<file path="config.mk">
export PLATFORM = sky130hd
export DESIGN_NAME = mem_responder_flat
export DESIGN_NICKNAME = d
export VERILOG_FILES = /design/src/rtl/mem_pkg.sv /design/src/rtl/mem_responder_if.sv /design/src/rtl/mem_array.sv /design/src/rtl/mem_responder.sv /design/src/flat_wrapper.sv
export SDC_FILE = /design/constraint.sdc
export NUM_CORES = 1
export LEC_CHECK = 0
export ABC_AREA = 1
export CAP_MARGIN = 15
export CORE_MARGIN = 2
export CORE_UTILIZATION = 55
export DETAILED_ROUTE_END_ITERATION = 7
export PLACE_DENSITY = 0.81
export SLEW_MARGIN = 20
export SYNTH_ARGS = -nofsm -noshare
export SYNTH_HDL_FRONTEND = slang
export SYNTH_SLANG_ARGS = --single-unit
</file>
<file path="constraint.sdc">
create_clock -name clk -period 5.7 [get_ports clk]
set_clock_uncertainty 0.2 [all_clocks]
set_input_delay 0.57 -clock clk [delete_from_list [all_inputs] [get_ports clk]]
set_output_delay 0.57 -clock clk [all_outputs]
set_load 0.05 [all_outputs]
</file>
<file path="src/rtl/mem_pkg.sv">
// Shared definitions for the memory responder and the accumulator CPU datapath.
// MEM_PARITY_EN adds one even-parity bit to every stored word.
package mem_pkg;

   typedef enum logic [1:0] {
      IDLE = 2'd0,
      WAIT = 2'd1,
      RESP = 2'd2
   } state_e;

   localparam int DEF_DATA_W = 8;
   localparam int DEF_ADDR_W = 5;
   localparam int CNT_W      = 4;

`ifdef MEM_PARITY_EN
   localparam int PARITY_W = 1;
`else
   localparam int PARITY_W = 0;
`endif

endpackage

</file>
<file path="src/rtl/mem_responder_if.sv">
// CPU-to-memory bus: request strobes, address and data toward memory,
// completion status and read data back.
interface mem_responder_if #(
   parameter int DATA_W = 8,
   parameter int ADDR_W = 5
);

   logic              MemRead;
   logic              MemWrite;
   logic [ADDR_W-1:0] addr;
   logic [DATA_W-1:0] wdata;
   logic [DATA_W-1:0] rdata;
   logic              ready;
   logic              busy;
   logic              err;

   modport master (
      output MemRead, MemWrite, addr, wdata,
      input  rdata, ready, busy, err
   );

   modport slave (
      input  MemRead, MemWrite, addr, wdata,
      output rdata, ready, busy, err
   );

endinterface

</file>
<file path="src/rtl/mem_array.sv">
// Unified instruction/data storage: synchronous write, combinational read.
// Under MEM_PARITY_EN each word carries an extra parity bit in its MSB.
module mem_array
   import mem_pkg::*;
#(
   parameter int DATA_W = DEF_DATA_W,
   parameter int ADDR_W = DEF_ADDR_W
) (
   input  logic                         clk,
   input  logic                         we,
   input  logic [ADDR_W-1:0]            addr,
   input  logic [DATA_W+PARITY_W-1:0]   wdata,
   output logic [DATA_W+PARITY_W-1:0]   rdata
);

   localparam int WORD_W = DATA_W + PARITY_W;
   localparam int DEPTH  = 1 << ADDR_W;

   // Contents survive reset; the initial image comes from outside.
   logic [WORD_W-1:0] mem_q [DEPTH];

   always_ff @(posedge clk) begin
      if (we) begin
         mem_q[addr] <= wdata;
      end
   end

   assign rdata = mem_q[addr];

endmodule

</file>
<file path="src/rtl/mem_responder.sv">
// Memory-side responder: one request at a time, WAIT_CYCLES wait states, then a
// one-cycle ready pulse. MEM_PARITY_EN enables stored parity and error reporting.
module mem_responder
   import mem_pkg::*;
#(
   parameter int DATA_W      = DEF_DATA_W,
   parameter int ADDR_W      = DEF_ADDR_W,
   parameter int WAIT_CYCLES = 2
) (
   input  logic            clk,
   input  logic            rst,
   mem_responder_if.slave  bus
);

   localparam int WORD_W = DATA_W + PARITY_W;
   localparam logic [CNT_W-1:0] WAIT_LOAD = CNT_W'(WAIT_CYCLES);

   state_e            state_q, state_d;
   logic [CNT_W-1:0]  cnt_q, cnt_d;
   logic [ADDR_W-1:0] addr_q, addr_d;
   logic [DATA_W-1:0] wdata_q, wdata_d;
   logic              is_wr_q, is_wr_d;
   logic [DATA_W-1:0] rdata_q, rdata_d;
   logic              ready_q, ready_d;
   logic              busy_q, busy_d;
   logic              err_q, err_d;

   logic              req_one;
   logic              req_both;
   logic              go_resp;
   logic              mem_we;
   logic              par_err;
   logic [WORD_W-1:0] mem_wword;
   logic [WORD_W-1:0] mem_rword;

   assign req_one  = bus.MemRead ^ bus.MemWrite;
   assign req_both = bus.MemRead & bus.MemWrite;

   // go_resp marks the edge that enters RESP; the access happens on that edge.
   always_comb begin
      state_d = state_q;
      cnt_d   = cnt_q;
      addr_d  = addr_q;
      wdata_d = wdata_q;
      is_wr_d = is_wr_q;
      go_resp = 1'b0;
      case (state_q)
         IDLE: begin
            if (req_one) begin
               addr_d  = bus.addr;
               wdata_d = bus.wdata;
               is_wr_d = bus.MemWrite;
               if (WAIT_CYCLES == 0) begin
                  state_d = RESP;
                  cnt_d   = '0;
                  go_resp = 1'b1;
               end else begin
                  state_d = WAIT;
                  cnt_d   = WAIT_LOAD;
               end
            end
         end
         WAIT: begin
            if (cnt_q <= CNT_W'(1)) begin
               state_d = RESP;
               cnt_d   = '0;
               go_resp = 1'b1;
            end else begin
               cnt_d = cnt_q - CNT_W'(1);
            end
         end
         RESP: begin
            state_d = IDLE;
         end
         default: begin
            state_d = IDLE;
         end
      endcase
   end

`ifdef MEM_PARITY_EN
   assign mem_wword = {^wdata_d, wdata_d};
   assign par_err   = go_resp & ~is_wr_d & (^mem_rword);
`else
   assign mem_wword = wdata_d;
   assign par_err   = 1'b0;
`endif

   // A reset on the RESP-entry edge must suppress the pending write.
   always_comb begin
      mem_we  = go_resp & is_wr_d & ~rst;
      rdata_d = rdata_q;
      if (go_resp && !is_wr_d) begin
         rdata_d = mem_rword[DATA_W-1:0];
      end
      ready_d = go_resp;
      busy_d  = (state_d != IDLE);
      err_d   = ((state_q == IDLE) & req_both) | par_err;
   end

   mem_array #(
      .DATA_W (DATA_W),
      .ADDR_W (ADDR_W)
   ) u_array (
      .clk   (clk),
      .we    (mem_we),
      .addr  (addr_d),
      .wdata (mem_wword),
      .rdata (mem_rword)
   );

   always_ff @(posedge clk) begin
      if (rst) begin
         state_q <= IDLE;
         cnt_q   <= '0;
         addr_q  <= '0;
         wdata_q <= '0;
         is_wr_q <= 1'b0;
         rdata_q <= '0;
         ready_q <= 1'b0;
         busy_q  <= 1'b0;
         err_q   <= 1'b0;
      end else begin
         state_q <= state_d;
         cnt_q   <= cnt_d;
         addr_q  <= addr_d;
         wdata_q <= wdata_d;
         is_wr_q <= is_wr_d;
         rdata_q <= rdata_d;
         ready_q <= ready_d;
         busy_q  <= busy_d;
         err_q   <= err_d;
      end
   end

   assign bus.rdata = rdata_q;
   assign bus.ready = ready_q;
   assign bus.busy  = busy_q;
   assign bus.err   = err_q;

endmodule

</file>
<file path="src/flat_wrapper.sv">
// flat-port wrapper written by rule: the top's interface ports become plain ports
module mem_responder_flat import mem_pkg::*;
#(
   parameter int DATA_W      = DEF_DATA_W,
   parameter int ADDR_W      = DEF_ADDR_W,
   parameter int WAIT_CYCLES = 2
)
  (clk, rst, bus_MemRead, bus_MemWrite, bus_addr, bus_wdata, bus_rdata, bus_ready, bus_busy, bus_err);
  mem_responder_if #(.DATA_W(DATA_W), .ADDR_W(ADDR_W)) bus_i ();
  input  logic clk;
  input  logic rst;
  input wire logic [$bits(bus_i.MemRead)-1:0] bus_MemRead;
  input wire logic [$bits(bus_i.MemWrite)-1:0] bus_MemWrite;
  input wire logic [$bits(bus_i.addr)-1:0] bus_addr;
  input wire logic [$bits(bus_i.wdata)-1:0] bus_wdata;
  output wire logic [$bits(bus_i.rdata)-1:0] bus_rdata;
  output wire logic [$bits(bus_i.ready)-1:0] bus_ready;
  output wire logic [$bits(bus_i.busy)-1:0] bus_busy;
  output wire logic [$bits(bus_i.err)-1:0] bus_err;
  assign bus_i.MemRead = bus_MemRead;
  assign bus_i.MemWrite = bus_MemWrite;
  assign bus_i.addr = bus_addr;
  assign bus_i.wdata = bus_wdata;
  assign bus_rdata = bus_i.rdata;
  assign bus_ready = bus_i.ready;
  assign bus_busy = bus_i.busy;
  assign bus_err = bus_i.err;
  mem_responder #(.DATA_W(DATA_W), .ADDR_W(ADDR_W), .WAIT_CYCLES(WAIT_CYCLES)) u_core (.clk(clk), .rst(rst), .bus(bus_i));
endmodule
</file>
==> impl_table.tex <==
\begin{tabular}{lr}
\hline
Metric & Value \\
\hline
\multicolumn{2}{l}{\textbf{Clock tree}} \\
Sinks on the clock net & 287 \\
CTS tree & yes \\
Cts hold-fix bufs & 0 \\
Skew-Pair Late Insertion Delay & between 0.5 and 0.6 ns \\
Setup Buffers After CTS & 0 \\
Total of cells resized after clock tree synthesis & 0 \\
TritonCTS Buffers & 28 \\
Clock root buffer & sky130\_fd\_sc\_hd\_\_clkbuf\_16 \\
Clock-pin slew reported for the worst setup and hold paths after clock tree synthesis & 0.06 ns \\
H-tree lvl count & 1 \\
Clock tree buffer depth & 3 \\
\multicolumn{2}{l}{\textbf{Route}} \\
Routed vias/inst & 5.68 \\
Violation count after the first detailed-routing iteration & $\sim$1200 \\
Antenna-violating nets left & 0 \\
Wire length per cell after detailed routing & 19.0 um \\
WL final & 29600 um \\
Via count of the routed design & 8826 \\
\# DRC & 0 \\
Initial DRT Pass Iterations & 5 \\
\multicolumn{2}{l}{\textbf{Timing}} \\
Final setup violation count & 0 \\
Post-layout worst setup margin & about 1.5 ns \\
Transition time of the tightest slew-check pin & 0.939 ns \\
Setup TNS & 0 ns \\
Setup repair after global routing missed its margin & no \\
Max Clk Rate & 241 MHz \\
Final Max Slew Viols & 0 \\
Remaining max-slew budget at the tightest pin & 0.371 \\
Post-route fraction of the period consumed by the critical path & 0.728 \\
Tmin final & 4.15 ns \\
Final hold viol count & 0 \\
\multicolumn{2}{l}{\textbf{Synthesis}} \\
Area share of the largest cell type after synthesis & 0.626 \\
Synth warnings & 0 \\
Gate Count Post-Synth & 1241 \\
Synthesis-stage register bit count & 287 \\
Fraction of the yosys area taken by sequential cells & 0.676 \\
Top area cells in the synthesized netlist & sky130\_fd\_sc\_hd\_\_edfxtp\_1 (63\%), sky130\_fd\_sc\_hd\_\_nand2\_1 (18\%), sky130\_fd\_sc\_hd\_\_nand3\_1 (5.8\%), sky130\_fd\_sc\_hd\_\_dfxtp\_1 (5.1\%), sky130\_fd\_sc\_hd\_\_nor2\_1 (2.1\%) \\
Synth unique cells & 24 \\
Leading area contributor after synthesis & sky130\_fd\_sc\_hd\_\_edfxtp\_1 \\
Mapped cell area & 0.0123 mm2 \\
Synth Net Count & around 1300 \\
Avg Inst Size Synth & 9.90 um2 \\
\multicolumn{2}{l}{\textbf{Critical path}} \\
Endpoint class of the critical path & flop \\
Worst-path fanout max & 38 \\
Reg-to-reg critical path endpoint & u\_core.u\_array.mem\_q[12][1] \\
Kind of start point of the critical path & primary input \\
Register-to-register path setup slack & a little under 2 ns \\
Data required, critical path & between 5 and 6 ns \\
Worst r2r src & u\_core.state\_q[1] \\
Worst setup path category & primary input to flop \\
Worst R2R Path Depth & 5 \\
Signal arrival time at the worst endpoint & $\sim$4.1 ns \\
\multicolumn{2}{l}{\textbf{Run}} \\
Number of maximum-capacitance constraint violations & 0 \\
\multicolumn{2}{l}{\textbf{Hold path}} \\
Hold worst-path end & u\_core.cnt\_q[1] \\
Cell depth of the worst min-delay path & 2 \\
Worst hold path type & flop to flop \\
Beginning of the worst hold path & u\_core.cnt\_q[1] \\
\multicolumn{2}{l}{\textbf{Power and ir drop}} \\
Post-layout power & 5.22 mW \\
Max rail drop VDD & between 0.15 and 0.2 mV \\
Cell area power density & roughly 380 mW/mm2 \\
Leak pwr & 5.59 nW \\
\multicolumn{2}{l}{\textbf{Place}} \\
DP Wirelength & 17400 um \\
Total of buffers placed on input and output ports & 27 \\
Last weighted congestion value of the routability-driven placer & 0.900 \\
DP Worst Slack & 1.11 ns \\
\multicolumn{2}{l}{\textbf{Floorplan}} \\
Floorplan die width & 153 um \\
Height of the chip & 153 um \\
I/O pin total & 28 \\
Number of rows created at floorplan & 54 \\
Initial core utilization & 0.561 \\
Floorplan die area & 0.0235 mm2 \\
Total core area & around 0.022 mm2 \\
\multicolumn{2}{l}{\textbf{GRT}} \\
Number of global-route vias before repair & between 8000 and 9000 \\
First-pass GRT wire length & about 45000 um \\
Pin count of the biggest net entering global routing & 74 \\
GR Util All Layers & 0.248 \\
Antenna violations before repair & 0 \\
Total grt overflow & 0 \\
\multicolumn{2}{l}{\textbf{Status}} \\
Status & finished clean \\
\multicolumn{2}{l}{\textbf{Layout}} \\
Layout cell share with drive strength beyond 1 & 0.0635 \\
Nets & 1277 \\
Antenna diodes & 0 \\
Layout-stage area growth over the synthesis result & 11.2\% \\
Total of fill cells in the finished design & between 1500 and 2000 \\
\hline
\end{tabular}
## routing by layer
metal / vias up / part of all wire / track usage
li1: 4108 / - / -
met3: 91 / 0.10 / 0.0349
met5: - / 0 / 0
met1: 4090 / 0.41 / 0.350
met2: 537 / 0.45 / 0.394
met4: 0 / 0.038 / 0.0983
## cells in the mapped netlist
master	n
sky130_fd_sc_hd__a21oi_1	15
sky130_fd_sc_hd__nor2_4	1
sky130_fd_sc_hd__o21ai_4	1
sky130_fd_sc_hd__buf_2	36
sky130_fd_sc_hd__buf_4	2
sky130_fd_sc_hd__or2_2	1
sky130_fd_sc_hd__inv_1	57
sky130_fd_sc_hd__dfxtp_1	31
sky130_fd_sc_hd__o21ai_0	12
sky130_fd_sc_hd__o21ai_2	1
sky130_fd_sc_hd__nand2_4	1
sky130_fd_sc_hd__nor3_2	8
sky130_fd_sc_hd__edfxtp_1	256
sky130_fd_sc_hd__nand2_1	574
sky130_fd_sc_hd__clkbuf_1	20
sky130_fd_sc_hd__xnor2_1	1
sky130_fd_sc_hd__mux2i_2	1
sky130_fd_sc_hd__a31oi_1	1
sky130_fd_sc_hd__nor2_1	68
sky130_fd_sc_hd__ha_1	3
sky130_fd_sc_hd__nand3_1	143
sky130_fd_sc_hd__inv_2	5
sky130_fd_sc_hd__nand2_2	1
sky130_fd_sc_hd__buf_1	2
## kinds of logic (layout without fill, tap and decap cells)
kind of cell               Yosys count  in the layout  synth area share
muxes                                1              1           0.00112
adders and majority gates            3              3           0.00306
buffers and inverters              122            156            0.0416
DFF                                287            287             0.676
xor gates and xnor gates             1              1          0.000713
and+or+nand+nor                    797            797             0.264
AOI/OAI and AO/OA                   30             30            0.0135
## worst max path at each step
stage	from	endpoint	depth (start not counted)
after detailed placement	bus_MemWrite	u_core.u_array.mem_q[12][1]	6
after global routing	bus_MemWrite	u_core.u_array.mem_q[8][5]	6
after floorplan	bus_MemWrite	u_core.u_array.mem_q[0][0]	7
after CTS	bus_MemWrite	u_core.u_array.mem_q[12][0]	6
final	bus_MemWrite	u_core.u_array.mem_q[12][1]	6
after global placement	bus_MemWrite	u_core.u_array.mem_q[0][3]	6
## critical path: stages
cell and delay, ns:
sky130_fd_sc_hd__clkdlybuf4s50_1 0.44, sky130_fd_sc_hd__ha_1 0.45, sky130_fd_sc_hd__nand2_4 0.24, sky130_fd_sc_hd__o21ai_4 0.80, sky130_fd_sc_hd__nand3_1 0.80, sky130_fd_sc_hd__nor2_1 0.80
## power by group
group / switching [mW] / internal (mW) / total, mW
Clock: 0.752 / 1.01 / 1.76
Combinational: 0.777 / 0.247 / 1.02
Sequential: 0.0135 / 2.43 / 2.44
## per-stage QoR
step	area, um2	hold slack [ns]	instances	util
floorplan	12300	0.257	1241	-
global placement	12800	0.276	1507	0.585
detailed placement	12800	0.286	1507	0.585
CTS	13700	0.297	1555	0.624
global route	13700	0.324	1555	0.624
finish	13700	0.295	1555	0.624
## flip-flops by register name, summed over array words and instances (netlist names)
signal,count
u_core.addr_q,5
u_core.bus.busy,1
u_core.bus.err,1
u_core.bus.rdata,8
u_core.bus.ready,1
u_core.cnt_q,4
u_core.is_wr_q,1
u_core.state_q,2
u_core.u_array.mem_q,256
u_core.wdata_q,8
## layout by cell type (no fill, tap or decap)
master / instances
sky130_fd_sc_hd__inv_1: 57
sky130_fd_sc_hd__clkinv_1: 7
sky130_fd_sc_hd__clkbuf_1: 4
sky130_fd_sc_hd__nand2_4: 1
sky130_fd_sc_hd__dfxtp_1: 31
sky130_fd_sc_hd__or2_2: 1
sky130_fd_sc_hd__nor2_4: 1
sky130_fd_sc_hd__mux2i_2: 1
sky130_fd_sc_hd__clkbuf_16: 29
sky130_fd_sc_hd__nor2_1: 68
sky130_fd_sc_hd__a31oi_1: 1
sky130_fd_sc_hd__ha_1: 3
sky130_fd_sc_hd__o21ai_4: 2
sky130_fd_sc_hd__buf_4: 19
sky130_fd_sc_hd__nor3_2: 8
sky130_fd_sc_hd__clkdlybuf4s50_1: 27
sky130_fd_sc_hd__a21oi_1: 15
sky130_fd_sc_hd__edfxtp_1: 256
sky130_fd_sc_hd__o21ai_0: 12
sky130_fd_sc_hd__clkinv_4: 1
sky130_fd_sc_hd__nand2_2: 4
sky130_fd_sc_hd__xnor2_1: 1
sky130_fd_sc_hd__inv_2: 5
sky130_fd_sc_hd__bufinv_16: 2
sky130_fd_sc_hd__nand3_1: 141
sky130_fd_sc_hd__nand2_1: 571
sky130_fd_sc_hd__clkinvlp_4: 2
sky130_fd_sc_hd__nand3_2: 2
sky130_fd_sc_hd__clkinv_2: 3
## area by class of cell
cell class | instances | area (um2) | share of cell area
Clock inverter | 15 | 125 | 0.00916
Tap cell | 280 | 350 | 0.0256
Timing Repair Buffer | 46 | 413 | 0.0302
Multi-Input combinational cell | 832 | 3490 | 0.256
Clock buffer | 33 | 741 | 0.0542
Sequential cell | 287 | 8310 | 0.608
Inverter | 62 | 233 | 0.0170
Note: power is estimated with default switching activity, not from simulation.
